==> src/rtl/cnu_ctrl_pkg.sv <==
// Shared types and limits for the CNU write-update controller.
// Pure declarations: no logic, no latency, no flow control.
package cnu_ctrl_pkg;

  typedef enum logic [1:0] {
    ST_IDLE  = 2'd0,
    ST_ARMED = 2'd1,
    ST_WRITE = 2'd2
  } ch_state_e;

  typedef enum logic {
    MODE_INIT = 1'b0,
    MODE_PIPE = 1'b1
  } load_mode_e;

  localparam int MAX_CH         = 32;
  localparam int MAX_SYNC_DEPTH = 4;
  localparam int MIN_WR_PULSE   = 1;
  localparam int MAX_WR_PULSE   = 15;
  localparam int PULSE_CNT_W    = 4;

endpackage

==> src/rtl/cnu_wr_update_ch.sv <==
// One CNU channel: request sync/edge detect, IDLE/ARMED/WRITE FSM, write window, overrun flag.
// Write window starts SYNC_DEPTH+1 edges after the request level; new requests while busy are dropped and flagged.
module cnu_wr_update_ch
  import cnu_ctrl_pkg::*;
#(
  parameter int SYNC_DEPTH = 2,
  parameter int WR_PULSE   = 2
) (
  input  logic read_clk,
  input  logic rstn,
  input  logic ch_en_i,
  input  logic iter_update_i,
  input  logic cnu_rd_finish_i,
  input  logic cnu_init_load_en_i,
  input  logic overrun_clr_i,
  output logic cnu_wr_o,
  output logic init_load_o,
  output logic pipe_load_o,
  output logic busy_o,
  output logic overrun_o,
  output logic done_o
);

  localparam logic [PULSE_CNT_W-1:0] CNT_LOAD = PULSE_CNT_W'(WR_PULSE - 1);

  logic req;
  logic req_d_q;
  logic req_edge;

  generate
    if (SYNC_DEPTH == 0) begin : g_bypass
      assign req = iter_update_i;
    end else begin : g_sync
      logic [SYNC_DEPTH-1:0] sync_q;
      always_ff @(posedge read_clk or negedge rstn) begin
        if (!rstn) begin
          sync_q <= '0;
        end else begin
          sync_q[0] <= iter_update_i;
          for (int i = 1; i < SYNC_DEPTH; i++) sync_q[i] <= sync_q[i-1];
        end
      end
      assign req = sync_q[SYNC_DEPTH-1];
    end
  endgenerate

  assign req_edge = req & ~req_d_q;

  ch_state_e              state_q, state_d;
  load_mode_e             mode_q, mode_d;
  logic [PULSE_CNT_W-1:0] cnt_q, cnt_d;
  logic                   first_q, first_d;
  logic                   ovr_q, ovr_d;

  always_ff @(posedge read_clk or negedge rstn) begin
    if (!rstn) begin
      req_d_q <= 1'b0;
      state_q <= ST_IDLE;
      mode_q  <= MODE_INIT;
      cnt_q   <= '0;
      first_q <= 1'b0;
      ovr_q   <= 1'b0;
    end else begin
      req_d_q <= req;
      state_q <= state_d;
      mode_q  <= mode_d;
      cnt_q   <= cnt_d;
      first_q <= first_d;
      ovr_q   <= ovr_d;
    end
  end

  always_comb begin
    state_d = state_q;
    mode_d  = mode_q;
    cnt_d   = cnt_q;
    first_d = 1'b0;
    unique case (state_q)
      ST_IDLE: begin
        if (req_edge && ch_en_i) state_d = ST_ARMED;
      end
      ST_ARMED: begin
        // Disable beats any load request waiting in the same cycle.
        if (!ch_en_i) begin
          state_d = ST_IDLE;
        end else if (cnu_init_load_en_i || cnu_rd_finish_i) begin
          state_d = ST_WRITE;
          mode_d  = cnu_init_load_en_i ? MODE_INIT : MODE_PIPE;
          cnt_d   = CNT_LOAD;
          first_d = 1'b1;
        end
      end
      ST_WRITE: begin
        if (cnt_q == '0) state_d = ST_IDLE;
        else             cnt_d   = cnt_q - PULSE_CNT_W'(1);
      end
      default: state_d = ST_IDLE;
    endcase
  end

  // Set wins over clear when both land in the same cycle.
  always_comb begin
    ovr_d = ovr_q;
    if (req_edge && (state_q != ST_IDLE)) ovr_d = 1'b1;
    else if (overrun_clr_i)               ovr_d = 1'b0;
  end

  assign cnu_wr_o    = (state_q == ST_WRITE);
  assign init_load_o = first_q && (mode_q == MODE_INIT);
  assign pipe_load_o = first_q && (mode_q == MODE_PIPE);
  assign busy_o      = (state_q != ST_IDLE);
  assign overrun_o   = ovr_q;
  assign done_o      = (state_q == ST_WRITE) && (cnt_q == '0);

endmodule

==> src/rtl/cnu_wr_update_ctrl_mc.sv <==
// Multi-channel CNU write-update controller: per-channel handshakes plus done bitmap and update counter.
// all_done_o/upd_cnt_o follow a completion by 1-2 edges; no backpressure, requests while busy are flagged.
module cnu_wr_update_ctrl_mc
  import cnu_ctrl_pkg::*;
#(
  parameter int NUM_CH     = 4,
  parameter int SYNC_DEPTH = 2,
  parameter int WR_PULSE   = 2,
  parameter int CNT_W      = 8
) (
  input  logic              read_clk,
  input  logic              rstn,
  input  logic [NUM_CH-1:0] ch_en_i,
  input  logic [NUM_CH-1:0] iter_update_i,
  input  logic [NUM_CH-1:0] cnu_rd_finish_i,
  input  logic [NUM_CH-1:0] cnu_init_load_en_i,
  input  logic              overrun_clr_i,
  output logic [NUM_CH-1:0] cnu_wr_o,
  output logic [NUM_CH-1:0] init_load_o,
  output logic [NUM_CH-1:0] pipe_load_o,
  output logic [NUM_CH-1:0] busy_o,
  output logic [NUM_CH-1:0] overrun_o,
  output logic              all_done_o,
  output logic [CNT_W-1:0]  upd_cnt_o
);

  generate
    if (NUM_CH < 1 || NUM_CH > MAX_CH) begin : g_bad_num_ch
      $error("cnu_wr_update_ctrl_mc: NUM_CH out of range");
    end
    if (SYNC_DEPTH < 0 || SYNC_DEPTH > MAX_SYNC_DEPTH) begin : g_bad_sync
      $error("cnu_wr_update_ctrl_mc: SYNC_DEPTH out of range");
    end
    if (WR_PULSE < MIN_WR_PULSE || WR_PULSE > MAX_WR_PULSE) begin : g_bad_pulse
      $error("cnu_wr_update_ctrl_mc: WR_PULSE out of range");
    end
  endgenerate

  logic [NUM_CH-1:0] cmpl;

  generate
    for (genvar g = 0; g < NUM_CH; g++) begin : g_ch
      cnu_wr_update_ch #(
        .SYNC_DEPTH (SYNC_DEPTH),
        .WR_PULSE   (WR_PULSE)
      ) u_ch (
        .read_clk           (read_clk),
        .rstn               (rstn),
        .ch_en_i            (ch_en_i[g]),
        .iter_update_i      (iter_update_i[g]),
        .cnu_rd_finish_i    (cnu_rd_finish_i[g]),
        .cnu_init_load_en_i (cnu_init_load_en_i[g]),
        .overrun_clr_i      (overrun_clr_i),
        .cnu_wr_o           (cnu_wr_o[g]),
        .init_load_o        (init_load_o[g]),
        .pipe_load_o        (pipe_load_o[g]),
        .busy_o             (busy_o[g]),
        .overrun_o          (overrun_o[g]),
        .done_o             (cmpl[g])
      );
    end
  endgenerate

  logic [NUM_CH-1:0] done_q, done_d;
  logic              all_done_q, all_set;
  logic [CNT_W-1:0]  upd_q, upd_d;

  // Completions landing in the clearing cycle seed the next round's bitmap.
  always_comb begin
    all_set = (&(done_q | ~ch_en_i)) && (|ch_en_i);
    done_d  = all_set ? cmpl : (done_q | cmpl);
    upd_d   = upd_q;
    for (int i = 0; i < NUM_CH; i++) upd_d = upd_d + CNT_W'(cmpl[i]);
  end

  always_ff @(posedge read_clk or negedge rstn) begin
    if (!rstn) begin
      done_q     <= '0;
      all_done_q <= 1'b0;
      upd_q      <= '0;
    end else begin
      done_q     <= done_d;
      all_done_q <= all_set;
      upd_q      <= upd_d;
    end
  end

  assign all_done_o = all_done_q;
  assign upd_cnt_o  = upd_q;

endmodule

==> config.mk <==
export PLATFORM = sky130hd
export DESIGN_NAME = cnu_wr_update_ctrl_mc
export DESIGN_NICKNAME = d
export VERILOG_FILES = /design/src/rtl/cnu_ctrl_pkg.sv /design/src/rtl/cnu_wr_update_ch.sv /design/src/rtl/cnu_wr_update_ctrl_mc.sv
export SDC_FILE = /design/constraint.sdc
export NUM_CORES = 1
export LEC_CHECK = 0
export CAP_MARGIN = 20
export CELL_PAD_IN_SITES_DETAIL_PLACEMENT = 1
export CELL_PAD_IN_SITES_GLOBAL_PLACEMENT = 2
export CORE_MARGIN = 2
export CORE_UTILIZATION = 38
export CTS_BUF_LIST = sky130_fd_sc_hd__clkbuf_8
export DETAILED_ROUTE_END_ITERATION = 7
export PLACE_DENSITY_LB_ADDON = 0.25
export SLEW_MARGIN = 20
export SYNTH_ARGS = -nofsm -noshare
export SYNTH_HDL_FRONTEND = slang
export SYNTH_SLANG_ARGS = --single-unit
export TNS_END_PERCENT = 5
==> constraint.sdc <==
create_clock -name read_clk -period 5.2 [get_ports read_clk]
set_input_delay 0.78 -clock read_clk [delete_from_list [all_inputs] [get_ports read_clk]]
set_output_delay 0.78 -clock read_clk [all_outputs]
set_load 0.005 [all_outputs]
==> metrics.csv <==
stage,metric,value,unit
grt,global-route wire length before repair,9830,um
power_and_ir_drop,power share of the combinational group,31.9,%
synth,"Seq/Total Area, Yosys",54.0,%
timing,final slew viol count,0,
timing,Fin. Hold Viols,0,
timing,Worst-Margin Slew,0.772,ns
place,Port Buffers,47,
hold_path,Hold Path Depth,0,
cts,hold_buf cts,0,
drt,DR pass1 iterations,4,
synth,leading area contributor after synthesis,dfrtp_1,
power_and_ir_drop,Power Density,447,mW/mm^2
critical_path,required time of the critical path,5.41,ns
drt,DRT Wirelength,5650,um
synth,Post-synth top flop,dfrtp_1,
floorplanning,Starting Density,39.2,%
finish,Layout Cell Area excl Fill,0.00344,mm^2
hold_path,hold path startpoint,g_ch[2].u_ch.g_sync.sync_q[0],
cts,Worst-path clk slew,0.06,ns
drt,vias,1902,
place,hpwl dp,4040,um
floorplanning,die area,0.00815,mm^2
timing,clock skew,0.00886,ns
timing,final hold slack,0.350,ns
power_and_ir_drop,Max VDD drop,0.192,mV
cts,root buf cell,clkbuf_8,
finish,area growth from synthesis to layout,21.7,%
timing,f_max,314,MHz
critical_path,cell mode on critical path,fa_1,
critical_path,crit path capture type,register,
synth,"Distinct cells, synth",42,
synth,asr flop ratio synth,100,%
critical_path,startpoint type of the worst setup path,register,
outcome,status,"complete, no violations",
timing,RSZ-0062 raised after global routing,no,
timing,Tmin final,3.18,ns
cts,# Post-CTS Setup Buffers,0,
finish,ANT cells,0,
critical_path,reg2reg end,upd_cnt_o[6],
floorplanning,I/O pin cnt,48,
synth,most frequent cells after synthesis,"dfrtp_1, inv_1, buf_4, nor2_1, a21oi_1",
drt,routed length per instance,14.0,um
finish,Final #Nets,327,
grt,largest net degree at the start of global routing,62,
run,max_cap viols,0,
synth,"count leader, synth",dfrtp_1,
power_and_ir_drop,Sw Pwr,506,uW
power_and_ir_drop,Clk pwr share,23.5,%
timing,Final Setup Violations,0,
critical_path,CP arrival,3.39,ns
grt,vias in the first global route,2010,
timing,Sum Neg Setup Slack,0,ns
critical_path,Slowest Stage Delay on Critical Path,0.50,ns
cts,post-CTS resize count,0,
hold_path,Hold Path Class,register to register,
critical_path,cell count of the worst reg-to-reg path,10,
timing,period utilization,61.2,%
synth,Synth top area share,54.0,%
grt,All-Layer GR Usage,15.3,%
floorplanning,Row Count,31,
timing,worst relative slew slack,48.5,%
synth,Post-Synthesis Cells,262,
power_and_ir_drop,Net Sw Frac,32.9,%
critical_path,CP cell instances,"inv_1, ha_1, nand2b_1, or3_1, fa_1, fa_1, fa_1, nor2_1, nand3_1, xnor2_1",
finish,fillers,805,
drt,drc violations,0,
critical_path,CP Max Fanout,3,
synth,mean post-synth cell area,10.8,um^2
grt,GRT overflow,0,
cts,Max Buffers Root-to-Sink,2,
drt,"antenna viol nets, final",0,
cts,clock latency on the worst-skew pair,0.33,ns
grt,initial antenna violation count,0,
power_and_ir_drop,sequential power share,44.7,%
critical_path,Crit Path Class,register to register,
critical_path,reg2reg setup slack,2.02,ns
floorplanning,core area,0.00721,mm^2
power_and_ir_drop,P_leak,1.65,nW
place,GP Congestion,0.776,
place,placed inst area,0.00327,mm^2
finish,share of cells above drive strength 1,10.8,%
synth,Synth area leaders,"dfrtp_1, buf_4, inv_1",
floorplanning,Die Ht,90.3,um
power_and_ir_drop,P_int,1.03,mW
drt,Starting DRT DRC Count,41,
cts,total clock sinks,61,
floorplanning,Die X,90.3,um
cts,CTS tree,done,
cts,CTS Buf Count,9,
critical_path,Worst path slowest cell,fa_1,
synth,post-synthesis register bit count,61,
synth,Yosys warnings,0,
synth,area of the mapped netlist,0.00283,mm^2
hold_path,Worst Hold End,g_ch[2].u_ch.g_sync.sync_q[1],
cts,H-tree depth,3,
synth,syn_nets,289,
drt,Vias/cell,4.71,
critical_path,FF-to-FF Start,g_ch[2].u_ch.cnt_q[0],
synth,Post-synth EDFFs,0,
==> worst max-delay path by stage <==
stage / start / end / slack, ns
after global placement: g_ch[2].u_ch.cnt_q[0] / upd_cnt_o[6] / 2.15
after floorplan: g_ch[2].u_ch.cnt_q[0] / upd_cnt_o[6] / 2.28
after detailed placement: g_ch[2].u_ch.cnt_q[0] / upd_cnt_o[6] / 2.01
after CTS: g_ch[2].u_ch.cnt_q[0] / upd_cnt_o[6] / 1.99
final: g_ch[2].u_ch.cnt_q[0] / upd_cnt_o[6] / 2.02
after global routing: g_ch[2].u_ch.cnt_q[0] / upd_cnt_o[6] / 1.82
==> sequential cells by signal, summed over array words and instances (netlist names) <==
name                     flops
upd_cnt_o                    8
g_ch.u_ch.g_sync.sync_q      8
done_q                       4
all_done_o                   1
g_ch.u_ch.state_q            8
g_ch.u_ch.req_d_q            4
g_ch.u_ch.cnt_q             16
g_ch.u_ch.overrun_o          4
g_ch.u_ch.mode_q             4
g_ch.u_ch.first_q            4
==> stage by stage <==
stage	setup WS [ns]	utilization, %	power [mW]	std cells
final	2.02	47.7	1.54	404
after global routing	1.82	47.7	1.66	404
after CTS	1.99	47.7	1.57	404
after detailed placement	2.01	45.3	1.19	388
after global placement	2.15	45.3	1.17	388
after floorplan	2.28	-	1.01	262
==> area by class of cell <==
class / count / area, um^2 / area share (%)
flip-flops and latches: 61 / 1530 / 44.3
multi-input cells: 143 / 1010 / 29.3
repair buffers: 48 / 473 / 13.7
clock buffers: 11 / 151 / 4.40
inverters: 37 / 139 / 4.03
well taps: 99 / 124 / 3.60
clock inverters: 5 / 20.0 / 0.582
==> cell usage in the layout (no fill, tap or decap), types with 3 or more instances in the layout <==
master            n
a21oi_1          16
and2_1            4
and3b_1           4
clkbuf_8         11
clkdlybuf4s50_1  46
dfrtp_1          61
fa_1              3
ha_1              5
inv_1            38
inv_2             3
nand2_1          13
nand2b_1          9
nand3_1           8
nor2_1           17
nor2b_1           6
nor3_1            3
o21ai_2           5
o22ai_1           7
xnor2_1           8
==> per-layer routing <==
| metal | global-route usage, % | vias up | share of wire [%] |
|---|---|---|---|
| met5 | 0 | - | 0 |
| met4 | 5.77 | 0 | 1.2 |
| met3 | 4.09 | 5 | 4.1 |
| met2 | 23.5 | 39 | 46 |
| met1 | 20.7 | 935 | 48 |
| li1 | - | 923 | - |
==> power groups by stage <==
stage / Sequential, mW / Combinational (mW) / Clock, mW
finish: 0.688 / 0.490 / 0.361
floorplan: 0.670 / 0.343 / 0
CTS: 0.688 / 0.502 / 0.376
global placement: 0.690 / 0.476 / 0
global route: 0.705 / 0.558 / 0.399
detailed placement: 0.694 / 0.495 / 0
==> kinds of logic after synthesis <==
family                     Yosys count  synth area share (%)
and+or+nand+nor                     77                  15.7
DFF                                 61                  54.0
buffers and inverters               58                  10.4
AOI/OAI and AO/OA                   48                  12.5
xor gates and xnor gates            10                  3.10
adders and majority gates            8                  4.33
==> worst max-delay path, delay by kind of cell (launching register included) <==
| kind | cells | cell delay (ns) |
|---|---|---|
| flip-flops | 1 | 0.37 |
| AND/OR/NAND/NOR | 4 | 0.84 |
| adder cells (fa/ha/maj) | 4 | 1.61 |
| buffers and inverters | 1 | 0.11 |
| XOR/XNOR | 1 | 0.15 |
(Power assumes the default switching activity.)
